## config.mk

```make
export PLATFORM = sky130hd
export DESIGN_NAME = cpu_control_unit
export DESIGN_NICKNAME = d
export VERILOG_FILES = /design/src/rtl/cpu_control_unit.sv
export SDC_FILE = /design/constraint.sdc
export NUM_CORES = 1
export LEC_CHECK = 0
export CORE_MARGIN = 2
export CORE_UTILIZATION = 25
export CTS_BUF_LIST = sky130_fd_sc_hd__clkbuf_4
export DETAILED_ROUTE_END_ITERATION = 10
export HOLD_SLACK_MARGIN = 0.08
export PLACE_DENSITY = 0.71
export SYNTH_ARGS = -nofsm -noshare
export SYNTH_HDL_FRONTEND = slang
export SYNTH_SLANG_ARGS = --single-unit
```

## constraint.sdc

```tcl
create_clock -name Clock -period 1.6 [get_ports Clock]
set_input_delay 0.32 -clock Clock [delete_from_list [all_inputs] [get_ports Clock]]
set_output_delay 0.32 -clock Clock [all_outputs]
set_load 0.1 [all_outputs]
```

## src/rtl/cpu_control_unit.sv

```systemverilog
// Moore control sequencer for the simple-CPU datapath: fetch in T0-T2, then
// decode/execute of three-register ALU instructions in T3-T5.
//
// state | meaning
// ------+-----------------------------------------------------------
// RST   | held in reset, all strobes low, run low
// T0    | PC onto bus, load MAR, increment PC into Z
// T1    | Z back into PC, memory read into MDR; waits for mem_ready
// T2    | MDR onto bus, load IR
// T3    | decode: ALU ops load rb into Y; nop/illegal retire; halt stops
// T4    | rc onto bus, ALU result into Z
// T5    | Z low onto bus, write ra; instruction retires
// HALT  | stopped until Reset, run low
module cpu_control_unit #(
    parameter int OPW  = 5,
    parameter int CNTW = 16
) (
    input  logic            Clock,
    input  logic            Reset,
    input  logic [31:0]     ir,
    input  logic            mem_ready,
    output logic            PCout,
    output logic            Zlowout,
    output logic            MDRout,
    output logic            MARin,
    output logic            Zin,
    output logic            PCin,
    output logic            MDRin,
    output logic            IRin,
    output logic            Yin,
    output logic            IncPC,
    output logic            Read,
    output logic            Gra,
    output logic            Grb,
    output logic            Grc,
    output logic            Rin,
    output logic            Rout,
    output logic [OPW-1:0]  alu_op,
    output logic            run,
    output logic            illegal,
    output logic [CNTW-1:0] instr_count
);

    typedef enum logic [3:0] {
        S_RST,
        S_T0,
        S_T1,
        S_T2,
        S_T3,
        S_T4,
        S_T5,
        S_HALT
    } state_t;

    localparam logic [OPW-1:0] OP_ALU_LO = OPW'(3);
    localparam logic [OPW-1:0] OP_ALU_HI = OPW'(11);
    localparam logic [OPW-1:0] OP_NOP    = OPW'(26);
    localparam logic [OPW-1:0] OP_HALT   = OPW'(27);

    state_t state;
    state_t state_next;

    logic [OPW-1:0] opcode;
    logic           op_is_alu;
    logic           op_is_nop;
    logic           op_is_halt;
    logic           retire;

    // Register fields are decoded downstream; only the opcode matters here.
    logic ir_unused;
    assign ir_unused = ^ir[31-OPW:0];

    assign opcode     = ir[31 -: OPW];
    assign op_is_alu  = (opcode >= OP_ALU_LO) && (opcode <= OP_ALU_HI);
    assign op_is_nop  = (opcode == OP_NOP);
    assign op_is_halt = (opcode == OP_HALT);

    always_ff @(posedge Clock) begin
        if (Reset) begin
            state <= S_RST;
        end else begin
            state <= state_next;
        end
    end

    always_ff @(posedge Clock) begin
        if (Reset) begin
            instr_count <= '0;
        end else if (retire) begin
            instr_count <= instr_count + CNTW'(1);
        end
    end

    always_comb begin
        state_next = state;
        retire     = 1'b0;
        PCout      = 1'b0;
        Zlowout    = 1'b0;
        MDRout     = 1'b0;
        MARin      = 1'b0;
        Zin        = 1'b0;
        PCin       = 1'b0;
        MDRin      = 1'b0;
        IRin       = 1'b0;
        Yin        = 1'b0;
        IncPC      = 1'b0;
        Read       = 1'b0;
        Gra        = 1'b0;
        Grb        = 1'b0;
        Grc        = 1'b0;
        Rin        = 1'b0;
        Rout       = 1'b0;
        alu_op     = '0;
        run        = 1'b0;
        illegal    = 1'b0;

        case (state)
            S_RST: begin
                state_next = S_T0;
            end
            S_T0: begin
                run        = 1'b1;
                PCout      = 1'b1;
                MARin      = 1'b1;
                IncPC      = 1'b1;
                Zin        = 1'b1;
                state_next = S_T1;
            end
            S_T1: begin
                // Reloading PC from Z while waiting is harmless: Z is frozen.
                run     = 1'b1;
                Zlowout = 1'b1;
                PCin    = 1'b1;
                Read    = 1'b1;
                MDRin   = 1'b1;
                if (mem_ready) begin
                    state_next = S_T2;
                end
            end
            S_T2: begin
                run        = 1'b1;
                MDRout     = 1'b1;
                IRin       = 1'b1;
                state_next = S_T3;
            end
            S_T3: begin
                run = 1'b1;
                if (op_is_alu) begin
                    Grb        = 1'b1;
                    Rout       = 1'b1;
                    Yin        = 1'b1;
                    state_next = S_T4;
                end else if (op_is_halt) begin
                    state_next = S_HALT;
                end else begin
                    illegal    = !op_is_nop;
                    retire     = 1'b1;
                    state_next = S_T0;
                end
            end
            S_T4: begin
                run        = 1'b1;
                Grc        = 1'b1;
                Rout       = 1'b1;
                Zin        = 1'b1;
                alu_op     = opcode;
                state_next = S_T5;
            end
            S_T5: begin
                run        = 1'b1;
                Zlowout    = 1'b1;
                Gra        = 1'b1;
                Rin        = 1'b1;
                retire     = 1'b1;
                state_next = S_T0;
            end
            S_HALT: begin
                state_next = S_HALT;
            end
            default: begin
                state_next = S_RST;
            end
        endcase
    end

endmodule
```

== After elaboration in Yosys (flattened, before gate mapping) ==
Index checks and enable logic that the tools add are counted.

* $add $sub $neg: 1
* Equal/unequal tests: 10
* Muxes and demuxes: 22
* Reductions and logical operators: 7
* Order comparisons: 2

{| class="wikitable"
|+ Operators with widths
! cell !! count
|-
| case mux 4 bit (7 select lines) || 1
|-
| adder 16 x 1 -> 16 bit, second input constant || 1
|-
| == test 4 x 3 -> 1 bit, second input constant || 4
|-
| two-way mux 1 bit || 15
|-
| == test 5 bit, second input constant || 2
|-
| == test 4 x 2 -> 1 bit, second input constant || 2
|-
| two-way mux 3 bit || 2
|-
| OR reduction 2 bit || 3
|-
| OR reduction 6 bit || 1
|-
| greater-or-equal comparator 5 x 2 -> 1 bit, second input constant || 1
|-
| <= comparator 5 x 4 -> 1 bit, second input constant || 1
|-
| two-way mux 5 bit || 1
|-
| == test 4 x 1 -> 1 bit, second input constant || 1
|-
| logical NOT 4 bit || 1
|-
| two-way mux 4 bit || 1
|-
| case mux 1 bit (2 select lines) || 2
|-
| inequality test 2 bit, second input constant || 1
|-
| logical AND 1 bit || 1
|-
| logical NOT 1 bit || 1
|}

* Flip-flop bits (word level): 20
* Input bits: 35

== Depth between registers and ports, before layout ==
Gate-level depths: netlist of run 1.

* Depth in word-level cells: 5
* Mapped depth: 6
* Mapped depth without buffers: 5

== Worst setup path after synthesis of run 1 ==
OpenSTA, ideal clock, no wires.

* Path kind: flip-flop to output port
* Start point: reg state[1]
* End point: out PCin
* Data arrival time: 3,538 ps
* Cell stages (with the launch flop): 5
* Buffers on the path: 2
* Data required time: 1,280 ps
* Path slack: -2,258 ps
* Path through: dfxtp_1 -> clkbuf_1 -> inv_1 -> nor3_1 -> buf_4

* Longest elaborated chain between the ends: 2

{| class="wikitable"
|+ Ends and longest elaborated chain
! item !! RTL line !! source
|-
| start, declared || 60 || <nowiki>state_t state;</nowiki>
|-
| start signal, assigned || 82 || <nowiki>state <= state_next;</nowiki>
|-
| == test 4 x 2 -> 1 bit || - ||
|-
| two-way mux 1 bit || - ||
|-
| end, declared || 27 || <nowiki>output logic PCin,</nowiki>
|}

No other way between the ends.

== Worst setup path after layout of run 1 ==
* Start point: reg state[2]
* End point: out illegal

* Longest elaborated chain between the ends: 2

{| class="wikitable"
|+ Ends and longest elaborated chain
! item !! RTL line !! source
|-
| == test 4 x 3 -> 1 bit || 117 || <nowiki>case (state)</nowiki>
|-
| two-way mux 1 bit || 117 ||
|-
| end, declared || 40 || <nowiki>output logic illegal,</nowiki>
|}

No other way between the ends.

==> impl_results.md, run 1 <==
- Outcome: finished, violations left
- Failing checks: setup timing
- Remaining DRCs: 0
- First-pass GRT wire length: approximately 6300 um
- Largest net degree at the start of global routing: 26
- CP arrival: roughly 1.5 ns
- Slowest cell on crit path: dfxtp_4
- Syn_nets: roughly 180
- Minimum clock period: 1.78 ns
- Cell Rows: 25
- Hpwl dp: approximately 2600 um
- CP Launch Type: flop
- Synth Register Bits: 19
- Worst rel slew slack: roughly 78%
- Setup violators final: 21
- Final net count: 260
- Worst IR Drop VDD: roughly 0.28 mV
- Design Area, Final: around 2700 um^2
- Sequential fraction of the synthesis area: 31.3%
- Most frequent cells in the layout: 43 x buf_12, 31 x buf_4, 14 x a21oi_1
- Placer congestion estimate: around 0.74
- Total wire length: between 3000 and 4000 um
- Number of global-route vias before repair: between 1000 and 1500
- Clk sinks: 19
- Clock Latency Late Sink: around 0.30 ns
- CTS root buf: clkbuf_4
- Fmax: approximately 0.56 GHz
- Filler instances: ~360
- Initial antenna violation count: 0
- Final core utilization: between 50% and 60%
- Synthesized area per cell: approximately 8.3 um^2
- 1st-pass router iterations: 4
- Io pins: 74
- Synth Warn #: 0
- Die height: 73.7 um
- Core Area: between 4000 and 5000 um^2
- Worst-path clk slew: roughly 0.12 ns
- Max Cap Violations: 0
- Vias/cell: 5.31
- Mapped Cells: approximately 150
- Area of the multi-input gates: 892 um^2
- Crit Path Max Fanout: 14
- Port Buf Inserts: between 40 and 50
- Ant. Diodes: 0
- Area after DPL: approximately 2300 um^2
- Routed Antenna Nets: 0
- Hold-fix buffers, CTS: 0
- Count of final hold-check violations: 0
- Initial Utilization: 25.9%
- Pwr dens: about 570 nW/um^2
- Max-slew violation count: 0
- Unrepaired setup endpoints after global routing: yes
- GRT busiest layer: met2
- Worst-path cell chain: buf_4 -> nand2b_4 -> buf_6 -> nor4_4 -> buf_12
- Tcrit/Tclk final: 111%
- Die width: 73.7 um
- Die area: 5430 um^2
- First DRT Iteration DRCs: 52
- Slowest cell delay on critical path: approximately 0.39 ns
- Num CTS Buffers: 3
- Lkg Pwr: 0.998 nW
- Top cell type's share of synthesized area: a little under a third
- Register area: between 400 and 500 um^2
- GR Util met2: between 20% and 30%
- Grt ovf: 0
- H-tree levels: 1
- Area leader, netlist: dfxtp_1
- Fraction of layout cells with a size suffix above 1: approximately 66%
- Via count: 1472
- Area contributors post-synth: dfxtp_1 31%, a21oi_1 7.0%, o31ai_1 6.2%
- Netlist cell types: 36
- Wire per inst: 14.4 um
- Worst-Margin Slew: between 0.3 and 0.4 ns
- Commonest non-fill, non-tap cell in the layout: buf_12
- Met1 usage: about a fifth
- TritonCTS clock tree: built
- Mapped cell area: around 1200 um^2
- Crit end category: primary output
- CP required: 1.28 ns
- Clock Skew: just under 0.006 ns
- Final worst slack: -0.178 ns
- Synth-to-Final Area Change: 122%
- Met3 Track Usage GR: around 1.6%
- Hold/Removal Path Class: reg2reg
- Crit Path Category: reg2out
- Total GRT Usage: between 10 and 15%
- Max Buffers Root-to-Sink: 2
[critical path: cells and delay by family, from the launching register on]
kind | cells | cell delay, ns
buffers and inverters | 3 | 0.49
DFF | 1 | 0.39
and+or+nand+nor | 2 | 0.28
[Yosys cell counts]
library cell / number
and2_1: 8
nor2b_1: 4
buf_6: 3
o21bai_1: 1
a31o_1: 1
a211oi_2: 1
nand4_1: 6
and3_1: 3
mux2_1: 1
o21ba_1: 1
or3_4: 1
o31a_1: 1
a211oi_1: 1
or4_1: 10
clkbuf_1: 6
a2111oi_4: 1
nor4_1: 2
a2111o_1: 1
ha_1: 1
dfxtp_1: 19
o21a_1: 1
buf_4: 8
a21oi_1: 17
nand3_1: 6
nor3_1: 3
nor2_1: 8
and4_1: 2
o31ai_1: 10
nand2b_4: 1
o21ai_1: 3
a31o_2: 1
buf_2: 1
nand2_1: 5
inv_1: 5
and4b_1: 1
or3_1: 3
[where the power goes]
group	internal [mW]	leakage [nW]	total, mW	switching, mW
combinational	0.334	0.815	0.803	0.469
clock	0.0932	0.0177	0.251	0.157
sequential	0.466	0.166	0.483	0.0175
total	0.893	0.998	1.54	0.644
[per-layer routing]
layer	wire (um)	up-vias
li1	-	708
met1	1630	705
met2	2130	52
met3	175	7
met4	63	0
met5	0	-
[registers in the layout, indices dropped and copies added (netlist names)]
name,cells
instr_count,16
state,3
[kinds of logic (layout without fill, tap and decap cells)]
kind of cell	after synthesis	in the layout	synth area share [%]
AND/OR/NAND/NOR	63	64	31.6
AO/OA/AOI/OAI	40	40	23.5
buffers and inverters	23	98	11.5
flip-flops	19	19	31.3
adder cells (fa/ha/maj)	1	1	1.03
multiplexers	1	1	0.928
[through the flow]
stage	TNS, ns	power, mW	hold WS [ns]	instances	setup slack, ns
finish	-2.32	1.54	0.514	277	-0.178
global placement	-9.77	1.18	0.490	248	-0.523
floorplan	-6.58	1.00	0.545	147	-0.488
CTS	-2.29	1.52	0.515	271	-0.192
global route	-3.51	1.59	0.536	277	-0.246
detailed placement	-10.97	1.19	0.498	248	-0.588
[layout make-up]
type | count | share of cell area (%)
timing repair buffer | 89 | 46.2
clock inverter | 1 | 0.186
inverter | 5 | 1.11
sequential | 19 | 16.1
tap | 54 | 2.51
clock buffer | 3 | 0.836
multi-input combinational | 106 | 33.1
[worst paths after layout]
| path | from | to | slack (ns) | depth (start not counted) |
|---|---|---|---|---|
| worst max-delay path | state[2] | illegal | -0.18 | 5 |
| worst min-delay path | instr_count[13] | instr_count[13] | 0.51 | 2 |
| worst max register to register | state[2] | instr_count[7] | 0.02 | 5 |
| worst min register to register | instr_count[13] | instr_count[13] | 0.51 | 2 |
[timing repair]
| action | 4_1_cts | 5_1_grt |
|---|---|---|
| setup endpoints to repair | 40 | 31 |
| gates resized for setup | 35 | 13 |
| pin swaps | 12 | 9 |
| buffers inserted | 19 | 6 |
| gates cloned | 0 | 1 |
No activity file was read; power rests on OpenSTA's default activity.
==> run 2: changes to the inputs <==
- CAP_MARGIN: default -> 20
- CORE_UTILIZATION: 25 -> 34
- PLACE_DENSITY: 0.71 -> 0.88
==> run 2 against run 1 <==
  * The run still ends with setup timing left
  * Via count increased by 6.1%
  * Total power increased by 3.2%
  * Register-to-register slack got worse by 0.10 ns
  * Critical path depth decreased by 1
  * Highest routed layer unchanged
==> impl_results.md, run 2 (synthesis results as in run 1) <==
- Layout Cells excl Fill: 269
- Tcrit/Tclk final: 116%
- Initial Utilization: between 30% and 40%
- Setup violators final: 27
- Placed cells: between 200 and 250
- Failing checks: setup timing
- Top reg by flops: instr_count
- Max Cap Violations: 0
- Number of global-route vias before repair: around 1500
- 1st-pass router iterations: 4
- Crit Path Category: reg2out
- Core Area: roughly 3400 um^2
- RR Startpoint: instr_count[2]
- Min-Delay Startpoint: instr_count[13]
- Largest net degree at the start of global routing: 29
- Commonest non-fill, non-tap cell in the layout: buf_12
- Max Buffers Root-to-Sink: 2
- Filler instances: about 180
- Pint: just under 0.9 mW
- TritonCTS clock tree: built
- Total GRT Usage: 23.2%
- Fmax: between 0.5 and 0.6 GHz
- Worst-Margin Slew: ~0.44 ns
- Clock Latency Late Sink: 0.33 ns
- Cell Rows: 21
- Worst IR Drop VDD: ~0.43 mV
- Unrepaired setup endpoints after global routing: yes
- Total wire length: between 5000 and 6000 um
- Worst rel slew slack: between 70 and 80%
- Worst hold path endpoint: instr_count[13]
- Clock Skew: 0.00695 ns
- CP required: 1.28 ns
- Wire per inst: 20.8 um
- Crit Reg-Reg Endpoint: instr_count[9]
- Clk sinks: 19
- Clock power share: 17.1%
- Sequential Power Share: 30.7%
- Die height: ~64 um
- Initial antenna violation count: 0
- Num CTS Buffers: 3
- Hold-fix buffers, CTS: 0
- Grt ovf: 0
- Max reg flops: 16
- Comb pwr share: 52.3%
- Count of final hold-check violations: 0
- Port Buf Inserts: 46
- H-tree levels: 1
- CP arrival: around 1.5 ns
- Synth-to-Final Area Change: 121%
- Ant. Diodes: 0
- Registers with the most flip-flops: instr_count: 16 flops, state: 3 flops
- Vias/cell: between 5 and 6
- Placer congestion estimate: between 0.7 and 0.8
- Lkg Pwr: around 1 nW
- Pwr dens: approximately 590 nW/um^2
- Outcome: finished, violations left
- Fraction of layout cells with a size suffix above 1: a little under 70%
- Worst-path clk slew: ~0.12 ns
- Final worst slack: -0.261 ns
- Io pins: 74
- Sw Share: 43.6%
- Hold depth: 2
- R2r setup slk: -0.08 ns
- Psw: 0.691 mW
- Reg2reg path depth: 4
- Routed Antenna Nets: 0
- First-pass GRT wire length: 7350 um
- Crit Path Max Fanout: 5
- Setup WS pre-CTS: -0.617 ns
- Hold/Removal Path Class: reg2reg
- Minimum clock period: ~1.9 ns
- Die area: 4060 um^2
- Final net count: 260
- CTS root buf: clkbuf_4
- Via count: between 1500 and 2000
- First DRT Iteration DRCs: around 110
- Most frequent cells in the layout: 42 x buf_12, 30 x buf_4, 12 x a21oi_1, 12 x dfxtp_4, 9 x buf_6
- CP Launch Type: flop
- Die width: 63.7 um
- Max-slew violation count: 0
- Remaining DRCs: 0
- Hpwl dp: a little under 3000 um
- Crit end category: primary output
[run 2: worst max-delay path: stages (launching register included)]
cell and delay [ns]:
dfxtp_4 0.39, buf_6 0.12, clkinvlp_4 0.17, nor3_4 0.31, buf_12 0.21
[run 2: timing repair]
action,CTS,global route
resized for setup,43,20
cloned,0,1
buffers inserted,18,6
endpoints found under the hold margin,0,0
pin swaps,15,1
endpoints found under the setup margin,40,31
[run 2: metal layers]
metal	wire length [um]	GRT usage, %	part of all wire (%)
met1	2190	26.6	39
met2	2870	43.6	51
met3	336	3.52	6.0
met4	213	7.34	3.8
met5	0	0	0
[run 2: layout make-up]
class / instances / area (um^2) / area share [%]
tap: 46 / 57.6 / 2.15
sequential: 19 / 433 / 16.1
timing repair buffer: 89 / 1230 / 45.8
multi-input combinational: 106 / 906 / 33.8
clock buffer: 3 / 22.5 / 0.840
inverter: 5 / 30.0 / 1.12
clock inverter: 1 / 5.00 / 0.187
[run 2: worst max path at each step]
| stage | endpoint | from | slack (ns) | cells past startpoint |
|---|---|---|---|---|
| 4_1_cts | run | state[0] | -0.20 | 4 |
| 5_1_grt | Gra | state[2] | -0.31 | 4 |
| 3_3_place_gp | Rout | ir[30] | -0.54 | 6 |
| 2_1_floorplan | MARin | state[0] | -0.49 | 4 |
| 6_report | Gra | state[2] | -0.26 | 4 |
| 3_5_place_dp | Rout | ir[30] | -0.62 | 6 |
[run 2: power groups by stage]
stage,Sequential (mW),Combinational [mW],Clock (mW)
final,0.487,0.828,0.270
after global routing,0.488,0.853,0.285
after CTS,0.483,0.783,0.265
after detailed placement,0.495,0.699,0
after global placement,0.494,0.684,0
after floorplan,0.490,0.512,0
[run 2: per-stage QoR]
| step | area, um^2 | TNS [ns] | util, % | power, mW | hold slack (ns) |
|---|---|---|---|---|---|
| global route | 2680 | -4.77 | 79.1 | 1.63 | 0.539 |
| CTS | 2550 | -2.54 | 75.3 | 1.53 | 0.521 |
| detailed placement | 2330 | -11.16 | 68.9 | 1.19 | 0.500 |
| floorplan | 1510 | -6.58 | - | 1.00 | 0.545 |
| finish | 2680 | -3.78 | 79.1 | 1.59 | 0.518 |
| global placement | 2330 | -9.67 | 68.9 | 1.18 | 0.488 |
==> run 3: changes to the inputs <==
- REMOVE_ABC_BUFFERS: default -> 1
==> run 3 against run 2 <==
  * The run still ends with setup timing left
  * Combinational power rose by 5.6%
  * First-iteration DRC count rose by 51%
  * Worst setup slack got worse by 0.0030 ns
  * Wire length rose by 5.6%
  * Register-to-register slack got worse by 0.11 ns
  * Hold slack improved by 0.068 ns
  * Cell area rose by 4.0%
  * Sequential power rose by 1%
  * Die area did not move
  * Clock skew rose by 0.0091 ns
  * Fmax fell by 0.16%
  * Critical path type is now in2out
  * Largest power group unchanged
  * Highest routed layer unchanged
==> impl_results.md, run 3 (synthesis results as in run 1) <==
- Met1 usage: between 20 and 30%
- GRT busiest layer: met2
- Clock Latency Late Sink: just over 0.3 ns
- Min-Delay Startpoint: instr_count[13]
- CP delay by family, top: buffers and inverters
- Cell Rows: 21
- Slowest cell on crit path: nor4_4
- Pwr dens: slightly below 600 nW/um^2
- Die width: 63.7 um
- Worst-path cell chain: buf_2 -> and2_4 -> a211oi_4 -> buf_4 -> nor4_4 -> buf_4 -> buf_12
- Max Buffers Root-to-Sink: 2
- Reg2reg path depth: 5
- CP Launch Type: primary input
- Hold/Removal Path Class: reg2reg
- Remaining DRCs: 0
- Clock Skew: about 0.016 ns
- Registers with the most flip-flops: instr_count: 16 flops, state: 3 flops
- Hold depth: 2
- Crit end category: primary output
- Placer congestion estimate: about 0.82
- Num CTS Buffers: 3
- Max Cap Violations: 0
- Routed Antenna Nets: 0
- Slowest cell delay on critical path: 0.32 ns
- R2r setup slk: -0.19 ns
- Filler instances: 152
- Most frequent cells in the layout: 39 x buf_12, 35 x buf_4, 15 x buf_6
- Worst-Margin Slew: 0.431 ns
- Lkg Pwr: between 1 and 1.5 nW
- Failing checks: setup timing
- CTS root buf: clkbuf_4
- Outcome: finished, violations left
- Unrepaired setup endpoints after global routing: yes
- Worst rel slew slack: ~70%
- Critical path buffer and inverter count: 4
- Hold_ws: between 0.5 and 0.6 ns
- Design Area, Final: 2790 um^2
- Port Buf Inserts: between 40 and 50
- Fraction of layout cells with a size suffix above 1: 67.1%
- RR Startpoint: state[0]
- Area after DPL: 2280 um^2
- CP required: approximately 1.3 ns
- Crit path depth: 7
- GR Util met2: around 47%
- Synth-to-Final Area Change: 130%
- Core Area: ~3400 um^2
- Via count: 1651
- Io pins: between 70 and 80
- Worst-path clk slew: 0.11 ns
- Grt ovf: 0
- Number of global-route vias before repair: 1578
- Met3 Track Usage GR: around 6.5%
- Die area: 4060 um^2
- Power consumption: around 1.6 mW
- Worst IR Drop VDD: 0.638 mV
- Hpwl dp: around 3100 um
- Crit Path Category: in2out
- Minimum clock period: 1.86 ns
- Commonest non-fill, non-tap cell in the layout: buf_12
- First-pass GRT wire length: roughly 8000 um
- Tcrit/Tclk final: 116%
- Count of final hold-check violations: 0
- Wire per inst: around 21 um
- Crit Reg-Reg Endpoint: instr_count[13]
- Die height: 63.7 um
- Final worst slack: -0.264 ns
- Fmax: roughly 0.54 GHz
- Top reg by flops: instr_count
- 1st-pass router iterations: 4
- TritonCTS clock tree: built
- Worst hold path endpoint: instr_count[13]
- Clk sinks: 19
- Setup violators final: 28
- Most used cell, CP: buf_4
- Vias/cell: between 5 and 6
- Max-slew violation count: 0
- Initial antenna violation count: 0
- Largest net degree at the start of global routing: 26
- CP arrival: ~1.5 ns
- Crit Path Max Fanout: 4
- Total GRT Usage: about 25%
- Ant. Diodes: 0
- Max reg flops: 16
- Total wire length: about 5900 um
- Final net count: around 270
- Final core utilization: 82.3%
- First DRT Iteration DRCs: 172
- Initial Utilization: 35.8%
- H-tree levels: 1
-- run 3: cell types whose count changed in the layout (fill, tap and decap cells not counted), sizes merged --
cell	delta
clkinvlp	-1
inv	+1
clkbuf	+2
buf	+10
or3	-1
-- run 3: layer usage --
layer	vias to the layer above	wire, um
met5	-	0
met4	0	386
met3	40	359
met2	98	3070
met1	791	2110
li1	722	-
-- run 3: worst max path at each step --
stage                         from  endpoint  slack [ns]
final                       ir[29]   illegal       -0.26
after global routing      state[0]   illegal       -0.27
after CTS                 state[1]       run       -0.20
after detailed placement    ir[30]       Grb       -0.59
after global placement      ir[30]       Yin       -0.53
after floorplan           state[1]  state[1]       -5.60
-- run 3: area by class of cell --
type | instances | area [um^2] | share of cell area (%)
multi-input cells | 105 | 918 | 32.9
flip-flops and latches | 19 | 392 | 14.0
inverters | 5 | 31.3 | 1.12
clock inverters | 1 | 5.00 | 0.179
well taps | 46 | 57.6 | 2.06
repair buffers | 101 | 1360 | 48.9
clock buffers | 3 | 22.5 | 0.808
-- run 3: stage by stage --
step           setup WS (ns)  instances  TNS (ns)
2_1_floorplan          -5.60        129    -61.03
3_3_place_gp          -0.532        257     -9.56
3_5_place_dp          -0.589        257    -10.97
4_1_cts               -0.199        269     -2.08
5_1_grt               -0.268        280     -5.05
6_report              -0.264        280     -3.84
-- run 3: where the power goes --
| group | internal (mW) | switching, mW | leakage (nW) |
|---|---|---|---|
| logic | 0.356 | 0.518 | 0.900 |
| clock network | 0.0933 | 0.169 | 0.0177 |
| registers | 0.482 | 0.0118 | 0.156 |
| total | 0.931 | 0.699 | 1.07 |
-- run 3: worst register-to-register path, delay by kind of cell, from the launching register on --
family                 cells  cell delay (ns)
AND/OR/NAND/NOR            3             1.12
flip-flops                 1             0.34
AO/OA/AOI/OAI              1             0.15
buffers and inverters      1             0.13
-- run 3: timing repair --
| item | in CTS | in global routing |
|---|---|---|
| buffers inserted | 8 | 12 |
| cloned | 0 | 1 |
| pin swaps | 12 | 22 |
| gates resized for setup | 58 | 64 |
| endpoints found under the setup margin | 40 | 38 |
| hold buffers | 0 | 0 |
==> RTL change: new RTL, settings of run 2 <==
Set the parameter `OPW` to 4 (it was 5).
--- a/src/rtl/cpu_control_unit.sv
+++ b/src/rtl/cpu_control_unit.sv
@@ -13,5 +13,5 @@
 // HALT  | stopped until Reset, run low
 module cpu_control_unit #(
-    parameter int OPW  = 5,
+    parameter int OPW  = 4,
     parameter int CNTW = 16
 ) (
Interface: changed (resized alu_op); port bits go from 74 to 73. The function was not compared with the original's and may differ.
==> RTL change against run 2 <==
  * The run still ends with negative setup slack left
  * Power up 14%
  * Sequential share of layout area up 0.71 points
  * Sequential cell count unchanged
  * Wire length down 22%
  * Area after synthesis down 8.1%
  * Final area down 3.6%
  * Worst setup slack worse by 0.054 ns
  * Clock skew up 0.0081 ns
  * Critical path type unchanged
  * Largest power group unchanged
==> RTL change: results (changes against run 2) <==
routing:
  drt-wirelength-per-cell_microns: 17.5  # -16%
  dr.first_iter.drc_count: 64  # -44%
synthesis:
  yosysSeqAreaShare: 0.341  # +0.0278
  synthesis.nets: 171  # -6.6%
  synth.distinct_cells: 35  # -2.8%
  most_area_consuming_cells_after_synthesis: "sky130_fd_sc_hd__dfxtp_1 34%, sky130_fd_sc_hd__a21oi_1 6.7%, sky130_fd_sc_hd__buf_4 4.7%, sky130_fd_sc_hd__nor2_1 4.0%, sky130_fd_sc_hd__o31ai_1 4.0%"
  synth.top_cells.by_count: "19 x sky130_fd_sc_hd__dfxtp_1, 15 x sky130_fd_sc_hd__a21oi_1, 12 x sky130_fd_sc_hd__nor2_1"
critical_path:
  r2r_start: "state[2]$_SDFFE_PP0P_"
  crit_fanout: 7  # +2
  crit_start: "state[0]$_SDFFE_PP0P_"
  max_stage_delay_ns: 0.37  # -0.02 ns
placement:
  port_buffers: 44  # -4.3%
  gp_congestion: 0.734  # -1.2%
  dpl.hpwl_mm: 2.39  # -18%
clock_network:
  clock_insertion_delay_worst_skew_ns: 0.31  # -0.02 ns
sta:
  worst_slew_pin_slew_ns: 0.289  # -0.149 ns
  tns_ns: -5.20  # -1.42 ns
  timing.final.setup_violations: 33  # +22%
  finalClockSkew_ns: 0.0150  # +0.00810 ns
  final_setup_margin_ns: -0.315  # -0.0544 ns
grt:
  grt_pass1_vias: 1291  # -13%
  global_route_wire_length_before_repair_mm: 6.00  # -18%
  grt_util_all_layers: 0.216  # -0.0152
  grt_max_degree: 16  # -45%
run_status:
  violated_checks: "negative setup slack"
  run_status: "complete, but fails checks"
-- RTL change: final cells by class --
| type | instances | area, sq um |
|---|---|---|
| Timing Repair Buffer | 82 | 1190 |
| Multi-Input combinational cell | 97 | 852 |
| Fill cell | 140 | 494 |
| Sequential cell | 19 | 435 |
| Tap cell | 44 | 55.1 |
| Clock buffer | 3 | 22.5 |
| Inverter | 5 | 18.8 |
| Clock inverter | 1 | 6.26 |
-- RTL change: final timing paths --
path	slack, ns	depth (start not counted)	endpoint
max reg2reg	-0.20	6	instr_count[5]$_SDFFE_PP0P_
max	-0.32	4	IncPC
min	0.53	2	instr_count[14]$_SDFFE_PP0P_
min reg2reg	0.53	2	instr_count[14]$_SDFFE_PP0P_
-- RTL change: what timing repair did --
item / CTS / global route
cloned: 1 / 0
gates resized for setup: 42 / 27
setup buffers: 15 / 5
hold endpoints to repair: 0 / 0
endpoints found under the setup margin: 36 / 34
pin swaps: 21 / 16
-- RTL change: logic make-up after synthesis --
family | share of synthesized area
multiplexers | 0.0191
XOR/XNOR | 0.0314
buffers and inverters | 0.116
adder cells (fa/ha/maj) | 0.0112
flip-flops | 0.341
AO/OA/AOI/OAI | 0.181
AND/OR/NAND/NOR | 0.301
-- RTL change: per-stage QoR --
step | area [sq um] | setup WS [ns] | power, W | hold slack (ns)
after detailed placement | 2150 | -0.644 | 0.00138 | 0.505
after floorplan | 1330 | -0.729 | 0.00114 | 0.524
after global routing | 2580 | -0.384 | 0.00187 | 0.550
after global placement | 2150 | -0.564 | 0.00137 | 0.497
after CTS | 2430 | -0.226 | 0.00173 | 0.527
final | 2580 | -0.315 | 0.00181 | 0.532
-- RTL change: power by group --
part,leakage (nW),total [W],internal (W),switching [W]
logic,0.785,0.00107,0.000422,0.000650
clock network,0.0183,0.000262,0.0000970,0.000165
registers,0.166,0.000476,0.000466,0.0000101
total,0.969,0.00181,0.000985,0.000825
-- RTL change: layer usage --
layer  share of wire  track usage
met1            0.39        0.259
met3           0.063       0.0357
met4           0.015       0.0932
met5               0            0
met2            0.53        0.380
-- RTL change: critical path: cells and delay by family (launching register included) --
kind                   cells  cell delay (ns)
and+or+nand+nor            2             0.59
buffers and inverters      2             0.32
DFF                        1             0.37
